[config.mk]
export PLATFORM = sky130hd
export DESIGN_NAME = interval_alarm
export DESIGN_NICKNAME = d
export VERILOG_FILES = /design/src/rtl/interval_alarm.sv
export SDC_FILE = /design/constraint.sdc
export NUM_CORES = 1
export LEC_CHECK = 0
export ABC_AREA = 1
export CAP_MARGIN = 10
export CORE_ASPECT_RATIO = 1.75
export CORE_MARGIN = 3
export CORE_UTILIZATION = 65
export DETAILED_ROUTE_END_ITERATION = 10
export DONT_BUFFER_PORTS = 1
export PLACE_DENSITY = 0.84
export SYNTH_ARGS = -nofsm -noshare
export SYNTH_HDL_FRONTEND = slang
export SYNTH_SLANG_ARGS = --single-unit
export TNS_END_PERCENT = 30
[constraint.sdc]
create_clock -name clk -period 2.3 [get_ports clk]
set_input_delay 0.345 -clock clk [delete_from_list [all_inputs] [get_ports clk]]
set_output_delay 0.345 -clock clk [all_outputs]
set_load 0.02 [all_outputs]
[src/rtl/interval_alarm.sv]
// interval_alarm: programmable countdown alarm driven by system timebase pulses.
//
// A run is started by an accepted start: start=1, stop=0 and period!=0.
// period, unit_sel and periodic are captured at that moment. Each qualified
// tick of the selected timebase decrements the remaining count. When a tick
// arrives with one tick left, the alarm expires:
//   - periodic mode reloads the count and keeps running;
//   - one-shot mode returns to idle.
// Every expiry raises a sticky irq, which is cleared by irq_ack. Expiries
// that arrive while irq is still pending are counted in missed_cnt.
//
// Ports:
//   clk, rst        clock and synchronous active-high reset
//   usecond_pulse   1-cycle tick every microsecond
//   msecond_pulse   1-cycle tick every millisecond
//   second_pulse    1-cycle tick every second
//   start, stop     1-cycle load-and-run / halt requests (stop wins)
//   period          ticks per expiry, captured on an accepted start
//   unit_sel        tick source: 0=us, 1=ms, 2=s, 3=every clk
//   periodic        1=auto-reload, 0=one-shot, captured on an accepted start
//   irq_ack         clears irq and missed_cnt
//   busy            high while running
//   remaining       ticks left before expiry
//   expire_pulse    1-cycle strobe per expiry
//   irq             sticky expiry flag
//   missed_cnt      saturating count of expiries while irq was pending
module interval_alarm #(
    parameter int unsigned CNTR_WIDTH = 16,
    parameter int unsigned MISS_WIDTH = 8
) (
    input  logic                  clk,
    input  logic                  rst,
    input  logic                  usecond_pulse,
    input  logic                  msecond_pulse,
    input  logic                  second_pulse,
    input  logic                  start,
    input  logic                  stop,
    input  logic [CNTR_WIDTH-1:0] period,
    input  logic [1:0]            unit_sel,
    input  logic                  periodic,
    input  logic                  irq_ack,
    output logic                  busy,
    output logic [CNTR_WIDTH-1:0] remaining,
    output logic                  expire_pulse,
    output logic                  irq,
    output logic [MISS_WIDTH-1:0] missed_cnt
);

    typedef enum logic [0:0] {StIdle, StRun} state_e;

    state_e                state_q;
    logic [CNTR_WIDTH-1:0] reload_q;
    logic [1:0]            unit_q;
    logic                  periodic_q;

    logic accept;
    logic tick;
    logic qual_tick;
    logic expiry;

    always_comb begin
        accept = start && !stop && (period != '0);

        // The tick source comes from the captured unit, not the live input.
        tick = 1'b0;
        case (unit_q)
            2'd0:    tick = usecond_pulse;
            2'd1:    tick = msecond_pulse;
            2'd2:    tick = second_pulse;
            default: tick = 1'b1;
        endcase

        // A load or halt takes priority over a tick in the same cycle.
        qual_tick = (state_q == StRun) && !accept && !stop && tick;
        expiry    = qual_tick && (remaining == CNTR_WIDTH'(1));
    end

    always_ff @(posedge clk) begin
        if (rst) begin
            state_q      <= StIdle;
            reload_q     <= '0;
            unit_q       <= '0;
            periodic_q   <= 1'b0;
            busy         <= 1'b0;
            remaining    <= '0;
            expire_pulse <= 1'b0;
            irq          <= 1'b0;
            missed_cnt   <= '0;
        end else begin
            expire_pulse <= expiry;

            if (stop) begin
                state_q   <= StIdle;
                busy      <= 1'b0;
                remaining <= '0;
            end else if (accept) begin
                reload_q   <= period;
                unit_q     <= unit_sel;
                periodic_q <= periodic;
                state_q    <= StRun;
                busy       <= 1'b1;
                remaining  <= period;
            end else if (qual_tick) begin
                if (remaining == CNTR_WIDTH'(1)) begin
                    if (periodic_q) begin
                        // Reloading on the expiring tick gives exactly reload_q
                        // ticks per period.
                        remaining <= reload_q;
                    end else begin
                        state_q   <= StIdle;
                        busy      <= 1'b0;
                        remaining <= '0;
                    end
                end else begin
                    remaining <= remaining - CNTR_WIDTH'(1);
                end
            end

            // An expiry sets irq even when it coincides with an ack.
            if (expiry) begin
                irq <= 1'b1;
            end else if (irq_ack) begin
                irq <= 1'b0;
            end

            // An expiry that coincides with an ack becomes the new irq, not a miss.
            if (irq_ack) begin
                missed_cnt <= '0;
            end else if (expiry && irq && (missed_cnt != {MISS_WIDTH{1'b1}})) begin
                missed_cnt <= missed_cnt + MISS_WIDTH'(1);
            end
        end
    end

endmodule

After elaboration in Yosys (flattened, before gate mapping)
Index checks and enable logic that the tools add are counted.
{"block": "classes", "add_sub_neg": 2, "mul": 0, "div": 0, "n_lt_le_gt_ge": 0, "eq_ne": 5, "n_shift": 0, "n_mux": 11, "n_bitwise": 1, "reduce_logical": 19}
{"op": "$mux W16", "count": 4}
{"op": "$eq A16 B1 Y1 const B", "count": 1}
{"op": "$reduce_bool A16 Y1", "count": 1}
{"op": "$sub A16 B1 Y16 const B", "count": 1}
{"op": "$add A8 B1 Y8 const B", "count": 1}
{"op": "$logic_and A1 B1 Y1", "count": 8}
{"op": "$ne A8 B8 Y1 const B", "count": 1}
{"op": "$mux W1", "count": 6}
{"op": "$reduce_bool A2 Y1", "count": 3}
{"op": "$reduce_or A2 Y1", "count": 2}
{"op": "$pmux W1 S3", "count": 1}
{"op": "$reduce_and A3 Y1", "count": 1}
{"op": "$eq A2 B1 Y1 const B", "count": 1}
{"op": "$eq A2 B2 Y1 const B", "count": 1}
{"op": "$logic_not A1 Y1", "count": 2}
{"op": "$logic_not A2 Y1", "count": 1}
{"op": "$ne A2 B1 Y1 const B", "count": 1}
{"op": "$reduce_and A2 Y1", "count": 1}
{"op": "$not A1 Y1", "count": 1}
{"block": "totals", "register_bits": 46, "latchBits": 0, "ramBits": 0, "mem_bits_ro": 0, "in_bits": 27, "output_inout_bits": 27, "n_memories": 0}

Depth between registers and ports, before layout
Gate-level depths: netlist (run 1).
{"block": "depth", "word_depth": 10, "mapped_depth": 12, "mapped_depth_nobuf": 12}

Worst setup path before layout (run 1)
OpenSTA, ideal clock, no wires.
{"block": "synth_timing", "path_type": "flip-flop to flip-flop", "from": "register remaining[0]", "to": "register missed_cnt[2]", "t_arrival_ps": 1494, "required_ps": 2186, "path_slack_ps": 692, "stages_incl_launch_ff": 11, "path_buffers": 0, "cell_sequence": "dfxtp_1 > ha_1 > inv_1 > nor2_1 > nand4_2 > nor2_4 > nand3_4 > nor2_4 > nand3_1 > nand2_1 > nor2_1"}
{"block": "synth_via", "elab_chain_cells": 4}
{"element": "start, declared", "line": "43", "source": "output logic [CNTR_WIDTH-1:0] remaining,"}
{"element": "start signal, assigned", "line": "102", "source": "remaining <= period;"}
{"element": "start signal, assigned", "line": "108", "source": "remaining <= reload_q;"}
{"element": "start signal, assigned", "line": "115", "source": "remaining <= remaining - CNTR_WIDTH'(1);"}
{"element": "$eq A16 B1 Y1", "line": "75", "source": "expiry = qual_tick && (remaining == CNTR_WIDTH'(1));"}
{"element": "$logic_and A1 B1 Y1", "line": "75"}
{"element": "$logic_and A1 B1 Y1 (2 in series)", "line": "129", "source": "end else if (expiry && irq && (missed_cnt != {MISS_WIDTH{1'b1}})) begin"}
{"element": "end signal, assigned", "line": "130", "source": "missed_cnt <= missed_cnt + MISS_WIDTH'(1);"}
{"element": "end, declared", "line": "46", "source": "output logic [MISS_WIDTH-1:0] missed_cnt"}
No other way between the ends.
A chain may end at the register's enable or synchronous reset.

Worst setup path after layout (run 1)
{"block": "layout_timing", "from": "register remaining[0]", "to": "register missed_cnt[3]"}
Same word-level chain as after synthesis.

==> flow_summary.json, run 1 <==
{
  "die_width_um": 55.1,
  "cpMaxStageDelayCell": "dfxtp_1",
  "cts_setup_buffers": 0,
  "critPathCaptureType": "register",
  "path_common_cell": "nand2_1",
  "grt_max_degree": 29,
  "cts_root_buf": "clkbuf_8",
  "synthesis.nets": 462,
  "cp.arrival_ns": 2.08,
  "fill_cells": 366,
  "max_stage_delay_ns": 0.51,
  "grt_pass1_wl_mm": 11.1,
  "hp-class": "in2reg",
  "wl_per_cell_um": 14.3,
  "design_area_sq_um": 2890,
  "gp_congestion": 0.949,
  "drt_iter0_drc": 83,
  "cts_htree_levels": 2,
  "fin_tns_setup_ns": 0,
  "netlist.area_leader.share": 0.336,
  "start_util": 0.690,
  "yosys_warnings": 0,
  "powerDensity_nw_per_um2": 656,
  "final_util": 0.727,
  "antenna_found_initial": 0,
  "fmax_ghz": 0.531,
  "total_power_mw": 1.90,
  "synth_top_area_cell": "dfxtp_1",
  "clk_latency_ns": 0.30,
  "cts_buffers": 5,
  "leakage_nw": 1.34,
  "port_buffers": 0,
  "dp_hpwl_mm": 5.37,
  "syn_to_final_growth_pct": 5.38,
  "ir_worst_vdd_uv": 486,
  "io_pins": 54,
  "crit_path_max_fanout": 5,
  "path_clk_slew_ns": 0.09,
  "cts_resized": 0,
  "required_ns": 2.50,
  "ys_ff_latch": 46,
  "grt.overflow.total": 0,
  "drc": 0,
  "via_per_inst": 5.59,
  "dr.pass1.iters": 5,
  "yosysSeqAreaShare": 0.336,
  "ant_nets": 0,
  "cts_hold_buf": 0,
  "vias": 2683,
  "period_needed_ns": 1.88,
  "crit_chain": "ha_1 > nand2_1 > nor2_1 > nand2_1 > nor2_4 > nand4_1 > nor2_1 > nand2_1 > nand2_1 > nor2_1",
  "setup_viol": 0,
  "rsz0062_at_grt": "no",
  "reg2reg_setup_slack_ns": 0.42,
  "cts_tree": "done",
  "critPathKind": "reg2reg",
  "final.period_utilization": 0.818,
  "placed_area_sq_um": 2750,
  "nets": 461,
  "maxCapViolations": 0,
  "finalHoldViolations": 0,
  "dieArea_sq_um": 5070,
  "final_layout_size_suffix_gt1_frac": 0.0833,
  "outcome": "finished, final reports clean",
  "tightest_slew_ns": 0.466,
  "grt_pass1_vias": 2572,
  "max_slew_margin": 0.689,
  "synth_cells": 432,
  "die_h_um": 92.0,
  "maxSlewViolCount": 0,
  "holdWs_ns": 0.101,
  "grt_usage": 0.293,
  "synth.cell_area_sq_um": 2740,
  "startpoint_type": "register",
  "ys_top_cells_by_area": "dfxtp_1 (34%), nand2_1 (16%), nor2_1 (8.8%)",
  "synth_cell_type_count": 34,
  "rows": 30,
  "wl_mm": 6.89,
  "antenna_cells": 0,
  "core_area_sq_um": 3980,
  "cts_num_sinks": 46,
  "clockBufferDepth": 2,
  "syn_avg_cell_area_sq_um": 6.35,
  "skew_ns": 0.00597
}
## cells in the final DEF, fill, tap and decap left out, drive strengths merged
cell	netlist	layout
a211oi	2	2
a21oi	29	29
a31oi	2	2
buf	7	2
bufinv	0	2
clkbuf	3	6
clkinv	1	1
dfxtp	46	46
ha	3	3
inv	62	62
nand2	122	122
nand3	38	38
nand3b	1	1
nand4	7	7
nor2	73	73
nor3	3	3
nor3b	1	1
nor4	1	1
o21ai	22	22
o22ai	1	1
xnor2	1	1
xor2	7	7
## report_power, final
group | total (mW) | switching (mW) | leakage (nW) | internal, mW
registers | 0.865 | 0.0416 | 0.374 | 0.823
logic | 0.296 | 0.194 | 0.896 | 0.102
clock network | 0.735 | 0.272 | 0.0714 | 0.463
total | 1.90 | 0.507 | 1.34 | 1.39
## registers in the layout, summed over array words and instances (netlist names)
name,flops
irq,1
unit_q,2
missed_cnt,8
state_q,1
reload_q,16
periodic_q,1
expire_pulse,1
remaining,16
## per-stage QoR
step	instances	worst slack (ns)
after floorplan	432	0.692
after global placement	472	0.328
after detailed placement	472	0.307
after CTS	480	0.431
after global routing	480	0.230
final	480	0.418
## worst paths after layout
check               start             to  cells past startpoint
min                   rst     periodic_q                      1
max reg2reg  remaining[0]  missed_cnt[3]                     10
max          remaining[0]  missed_cnt[3]                     10
min reg2reg  reload_q[13]   reload_q[13]                      2
## layout make-up
type                    instances  area (sq um)  share of cell area
multi-input cells             313          1520               0.524
clock inverters                 2          60.1              0.0208
inverters                      63           236              0.0818
well taps                      48          60.1              0.0208
flip-flops and latches         46           921               0.318
repair buffers                  2          15.0             0.00519
clock buffers                   6          82.6              0.0286
## metal layers
metal,part of all wire,global-route usage,vias up
met4,0.043,0.152,0
li1,-,-,1352
met1,0.37,0.312,1201
met5,0,0,-
met3,0.055,0.0472,28
met2,0.54,0.515,102
## synthesized netlist by cell type
library cell	count
a211oi_1	2
a21oi_1	28
a21oi_2	1
a31oi_1	2
buf_2	2
buf_4	2
buf_6	3
clkbuf_1	3
clkinv_1	1
dfxtp_1	46
ha_1	3
inv_1	56
inv_2	6
nand2_1	114
nand2_2	6
nand2_4	1
nand2_8	1
nand3_1	37
nand3_4	1
nand3b_1	1
nand4_1	6
nand4_2	1
nor2_1	64
nor2_2	4
nor2_4	4
nor2_8	1
nor3_1	3
nor3b_1	1
nor4_1	1
o21ai_0	11
o21ai_1	11
o22ai_1	1
xnor2_1	1
xor2_1	7
## cell families (layout without fill, tap and decap cells)
family	after synthesis	in the layout	share of synthesized area
and+or+nand+nor	246	246	0.407
adders and majority gates	3	3	0.0137
buffers and inverters	73	73	0.112
AOI/OAI and AO/OA	56	56	0.107
DFF	46	46	0.336
xor gates and xnor gates	8	8	0.0255
## worst max-delay path, delay by kind of cell, from the launching register on
kind	cells	cell delay, ns
adders and majority gates	1	0.24
DFF	1	0.51
and+or+nand+nor	9	1.04
No activity file was read; power rests on OpenSTA's default activity.
==> run 2: changes to the inputs <==
- CORE_UTILIZATION: 65 -> 57
- PLACE_DENSITY: 0.84 -> 0.78
- clock period: 2.3 -> 1.5 ns (I/O delays scaled with it)
==> run 2 against run 1 <==
Against the previous run:
- the flow now finishes with violations (negative setup slack)
- sequential share of layout area fell by 6.9 points
- register-to-register slack got worse by 0.60 ns
- sequential cell count did not move
- largest cell class unchanged
- clock-buffer cell count did not move
- design area rose by 29%
- combinational power rose to 2.5 times the previous value
- cell count rose by 19%
- clock power rose by 1%
==> flow_summary.json, run 2 (synthesis results as in run 1) <==
{
  "outcome": "finished, violations left",
  "violations": "negative setup slack",
  "die_h_um": 97.8,
  "final_layout_size_suffix_gt1_frac": 0.325,
  "intPower_mw": 1.89,
  "fmax_ghz": 0.596,
  "skew_ns": 0.00778,
  "crit_path_max_fanout": 4,
  "reg2reg_depth": 10,
  "layout_common_cells": "nand2_1 (105), buf_4 (82), inv_1 (53), nor2_1 (49), dfxtp_1 (41)",
  "max_slew_margin": 0.472,
  "tightest_slew_ns": 0.790,
  "hp-start": "rst",
  "final.period_utilization": 1.12,
  "dr.pass1.iters": 4,
  "cts_tree": "done",
  "drc": 0,
  "dp_cells": 558,
  "finalNonFillerCells": 571,
  "fill_cells": 319,
  "cts_buffers": 5,
  "grt_pass1_wl_mm": 14.5,
  "path_clk_slew_ns": 0.09,
  "finalHoldViolations": 0,
  "maxSlewViolCount": 0,
  "required_ns": 1.69,
  "rsz0062_at_grt": "yes",
  "fin_ws_ns": -0.177,
  "port_buffers": 0,
  "startpoint_type": "register",
  "power_frac_seq": 0.464,
  "wl_mm": 9.49,
  "swShare": 0.322,
  "dp_slack_ns": -0.188,
  "placed_area_sq_um": 3410,
  "critPathKind": "reg2reg",
  "ir_worst_vdd_uv": 761,
  "via_per_inst": 5.52,
  "antenna_cells": 0,
  "gp_congestion": 0.938,
  "maxCapViolations": 0,
  "reg_top3": "reload_q (16), remaining (16), missed_cnt (8)",
  "dieArea_sq_um": 5710,
  "start_util": 0.606,
  "cp.arrival_ns": 1.87,
  "clockBufferDepth": 2,
  "design_area_sq_um": 3740,
  "nets": 550,
  "layout_commonest_cell": "nand2_1",
  "die_width_um": 58.4,
  "grt_pass1_vias": 3217,
  "powerDensity_nw_per_um2": 747,
  "reg2reg_setup_slack_ns": -0.18,
  "worstReg2RegEnd": "missed_cnt[4]",
  "grt.overflow.total": 0,
  "io_pins": 54,
  "rows": 32,
  "clk_latency_ns": 0.30,
  "holdWs_ns": 0.0173,
  "core_area_sq_um": 4520,
  "vias": 3151,
  "leakage_nw": 1.79,
  "total_power_mw": 2.79,
  "cts_htree_levels": 2,
  "r2r-start": "remaining[1]",
  "cts_num_sinks": 46,
  "period_needed_ns": 1.68,
  "grt_usage": 0.330,
  "dp_hpwl_mm": 6.83,
  "worstSetupEndpoint": "missed_cnt[4]",
  "syn_to_final_growth_pct": 36.2,
  "ant_nets": 0,
  "wl_per_cell_um": 16.6,
  "grt_max_degree": 23,
  "critPathLaunch": "remaining[1]",
  "hp-class": "in2reg",
  "antenna_found_initial": 0,
  "pwr-share-clk": 0.266,
  "critPathCaptureType": "register",
  "p_switching_mw": 0.899,
  "p_comb_frac": 0.270,
  "cts_root_buf": "clkbuf_8",
  "drt_iter0_drc": 119,
  "setup_viol": 24
}
-- run 2: layer usage --
layer  up-vias  routed length, um  global-route usage
li1       1539                  -                   -
met1      1436               3070               0.308
met3        52                483              0.0608
met5         -                  0                   0
met4         0                727               0.221
met2       124               5210               0.610
-- run 2: cell type report --
type | instances | area (sq um) | share of cell area
repair buffers | 90 | 713 | 0.191
well taps | 51 | 63.8 | 0.0171
clock inverters | 1 | 7.51 | 0.00201
clock buffers | 6 | 72.6 | 0.0194
multi-input cells | 314 | 1700 | 0.456
inverters | 63 | 244 | 0.0653
flip-flops and latches | 46 | 932 | 0.249
-- run 2: worst min-delay path by stage --
stage                     cells after the start      endpoint
after global routing                          1           irq
after CTS                                     1           irq
after floorplan                               1  expire_pulse
after detailed placement                      1   reload_q[1]
final                                         1           irq
after global placement                        1   reload_q[1]
-- run 2: what timing repair did --
action / CTS / global route
endpoints found under the setup margin: 24 / 26
gates cloned: 1 / 0
gates resized for setup: 15 / 44
hold endpoints to repair: 19 / 0
hold buffers: 1 / 0
setup buffers: 3 / 1
pin swaps: 15 / 14
-- run 2: worst max-delay path, cell delays in order (launching register included) --
cell and delay (ns):
dfxtp_4 0.36, inv_4 0.07, ha_4 0.13, nand2_2 0.06
nor2_2 0.14, nand2_2 0.09, nor2_4 0.15, nand4_1 0.11
buf_6 0.16, o21ai_0 0.22, a21oi_2 0.09
-- run 2: power groups by stage --
stage	logic [mW]	clock network (mW)	registers, mW
after floorplan	0.388	0	1.34
after global placement	0.641	0	1.32
after detailed placement	0.653	0	1.32
after CTS	0.682	0.740	1.29
after global routing	0.823	0.792	1.30
final	0.754	0.742	1.30
-- run 2: through the flow --
stage,utilization,setup TNS [ns]
after global routing,0.826,-4.78
final,0.826,-2.70
after detailed placement,0.754,-2.26
after floorplan,-,-0.00195
after global placement,0.754,-1.53
after CTS,0.790,-1.45
==> run 3: changes to the inputs <==
- PLACE_DENSITY: 0.78 -> not set
- PLACE_DENSITY_LB_ADDON: not set -> 0.25
==> run 3 against run 2 <==
Against the previous run:
- the run still ends with negative setup slack left
- sequential cell count unchanged
- routed wire length decreased by 3.7%
- critical path depth decreased by 2
==> flow_summary.json, run 3 (synthesis results as in run 1) <==
{
  "period_needed_ns": 1.67,
  "cts_num_sinks": 46,
  "port_buffers": 0,
  "wl_mm": 9.13,
  "fmax_ghz": 0.600,
  "dp_hpwl_mm": 6.78,
  "ir_worst_vdd_uv": 982,
  "final.period_utilization": 1.11,
  "fill_cells": 328,
  "crit_path_max_fanout": 5,
  "grt_usage": 0.322,
  "cts_tree": "done",
  "antenna_cells": 0,
  "busiest_layer": "met2",
  "hp-class": "in2reg",
  "regArea_sq_um": 933,
  "violations": "negative setup slack",
  "final_layout_size_suffix_gt1_frac": 0.313,
  "drc": 0,
  "required_ns": 1.71,
  "vias": 3178,
  "grtUsageMet3": 0.0489,
  "dieArea_sq_um": 5710,
  "rows": 32,
  "cts_root_buf": "clkbuf_8",
  "critPathCaptureType": "register",
  "skew_ns": 0.00944,
  "maxCapViolations": 0,
  "core_area_sq_um": 4520,
  "via_per_inst": 5.62,
  "powerDensity_nw_per_um2": 774,
  "nets": 543,
  "ant_nets": 0,
  "wl_per_cell_um": 16.2,
  "outcome": "finished, violations left",
  "gp_congestion": 0.956,
  "maxSlewViolCount": 0,
  "die_h_um": 97.8,
  "leakage_nw": 1.75,
  "cp.arrival_ns": 1.87,
  "startpoint_type": "register",
  "use_met1": 0.316,
  "dr.pass1.iters": 5,
  "cts_htree_levels": 2,
  "grt_pass1_vias": 3057,
  "multi_input_area_sq_um": 1680,
  "grt_use_met2": 0.587,
  "syn_to_final_growth_pct": 33.7,
  "path_clk_slew_ns": 0.09,
  "antenna_found_initial": 0,
  "io_pins": 54,
  "grt.overflow.total": 0,
  "clk_latency_ns": 0.31,
  "holdWs_ns": 0.00643,
  "drt_iter0_drc": 227,
  "start_util": 0.606,
  "critPathKind": "reg2reg",
  "fin_ws_ns": -0.166,
  "layout_commonest_cell": "nand2_1",
  "reg_top3": "reload_q (16), remaining (16), missed_cnt (8)",
  "clockBufferDepth": 2,
  "tightest_slew_ns": 0.740,
  "grt_max_degree": 20,
  "finalHoldViolations": 0,
  "setup_viol": 22,
  "die_width_um": 58.4,
  "rsz0062_at_grt": "yes",
  "final_util": 0.811,
  "cts_buffers": 5,
  "max_slew_margin": 0.505,
  "layout_common_cells": "nand2_1 (107), buf_4 (79), nor2_1 (53), inv_1 (52), dfxtp_1 (40)",
  "grt_pass1_wl_mm": 14.2
}
## run 3: worst paths after layout
path / slack (ns) / cells past startpoint / end / start
max reg2reg: -0.17 / 8 / missed_cnt[0] / remaining[2]
min reg2reg: 0.47 / 2 / reload_q[5] / reload_q[5]
min: 0.006 / 1 / expire_pulse / rst
max: -0.17 / 8 / missed_cnt[0] / remaining[2]
## run 3: critical path: stages, from the launching register on
cell and delay, ns:
dfxtp_1 0.39, nor2_2 0.24, nand4_2 0.15, nor2_4 0.19, nand3_4 0.15, nor2_4 0.21
nand2_1 0.06, o21ai_0 0.10, nor2_1 0.07
## run 3: final cells by class
| class | instances | area share |
|---|---|---|
| inverter | 63 | 0.0658 |
| clock buffer | 5 | 0.0188 |
| clock inverter | 3 | 0.00614 |
| tap | 51 | 0.0174 |
| sequential | 46 | 0.255 |
| timing repair buffer | 83 | 0.178 |
| multi-input combinational | 314 | 0.459 |
## run 3: layer usage
layer | wire length, um | part of all wire
met5 | 0 | 0
met4 | 664 | 0.073
met3 | 612 | 0.067
met2 | 4900 | 0.54
met1 | 2960 | 0.32
## run 3: power breakdown
| part | leakage (nW) | switching, mW | internal [mW] |
|---|---|---|---|
| Sequential | 0.378 | 0.0384 | 1.26 |
| Clock | 0.0451 | 0.468 | 0.335 |
| Combinational | 1.33 | 0.426 | 0.311 |
## run 3: repair_timing
item                                    4_1_cts  5_1_grt
cloned                                        1        0
setup buffers                                 2        4
pin swaps                                    16        7
endpoints found under the setup margin       22       26
hold buffers                                  1        0
gates resized for setup                      19       28
endpoints found under the hold margin        19        0
## run 3: per-stage QoR
step            TNS, ns  instances  instance area, sq um  worst slack, ns  power [mW]
4_1_cts          -0.797        561                  3570           -0.119        2.79
3_3_place_gp      -1.12        549                  3360           -0.114        1.95
2_1_floorplan  -0.00195        432                  2770         -0.00195        1.73
3_5_place_dp      -1.84        549                  3360           -0.179        1.96
6_report          -1.89        565                  3670           -0.166        2.84
5_1_grt           -4.58        565                  3670           -0.282        2.95
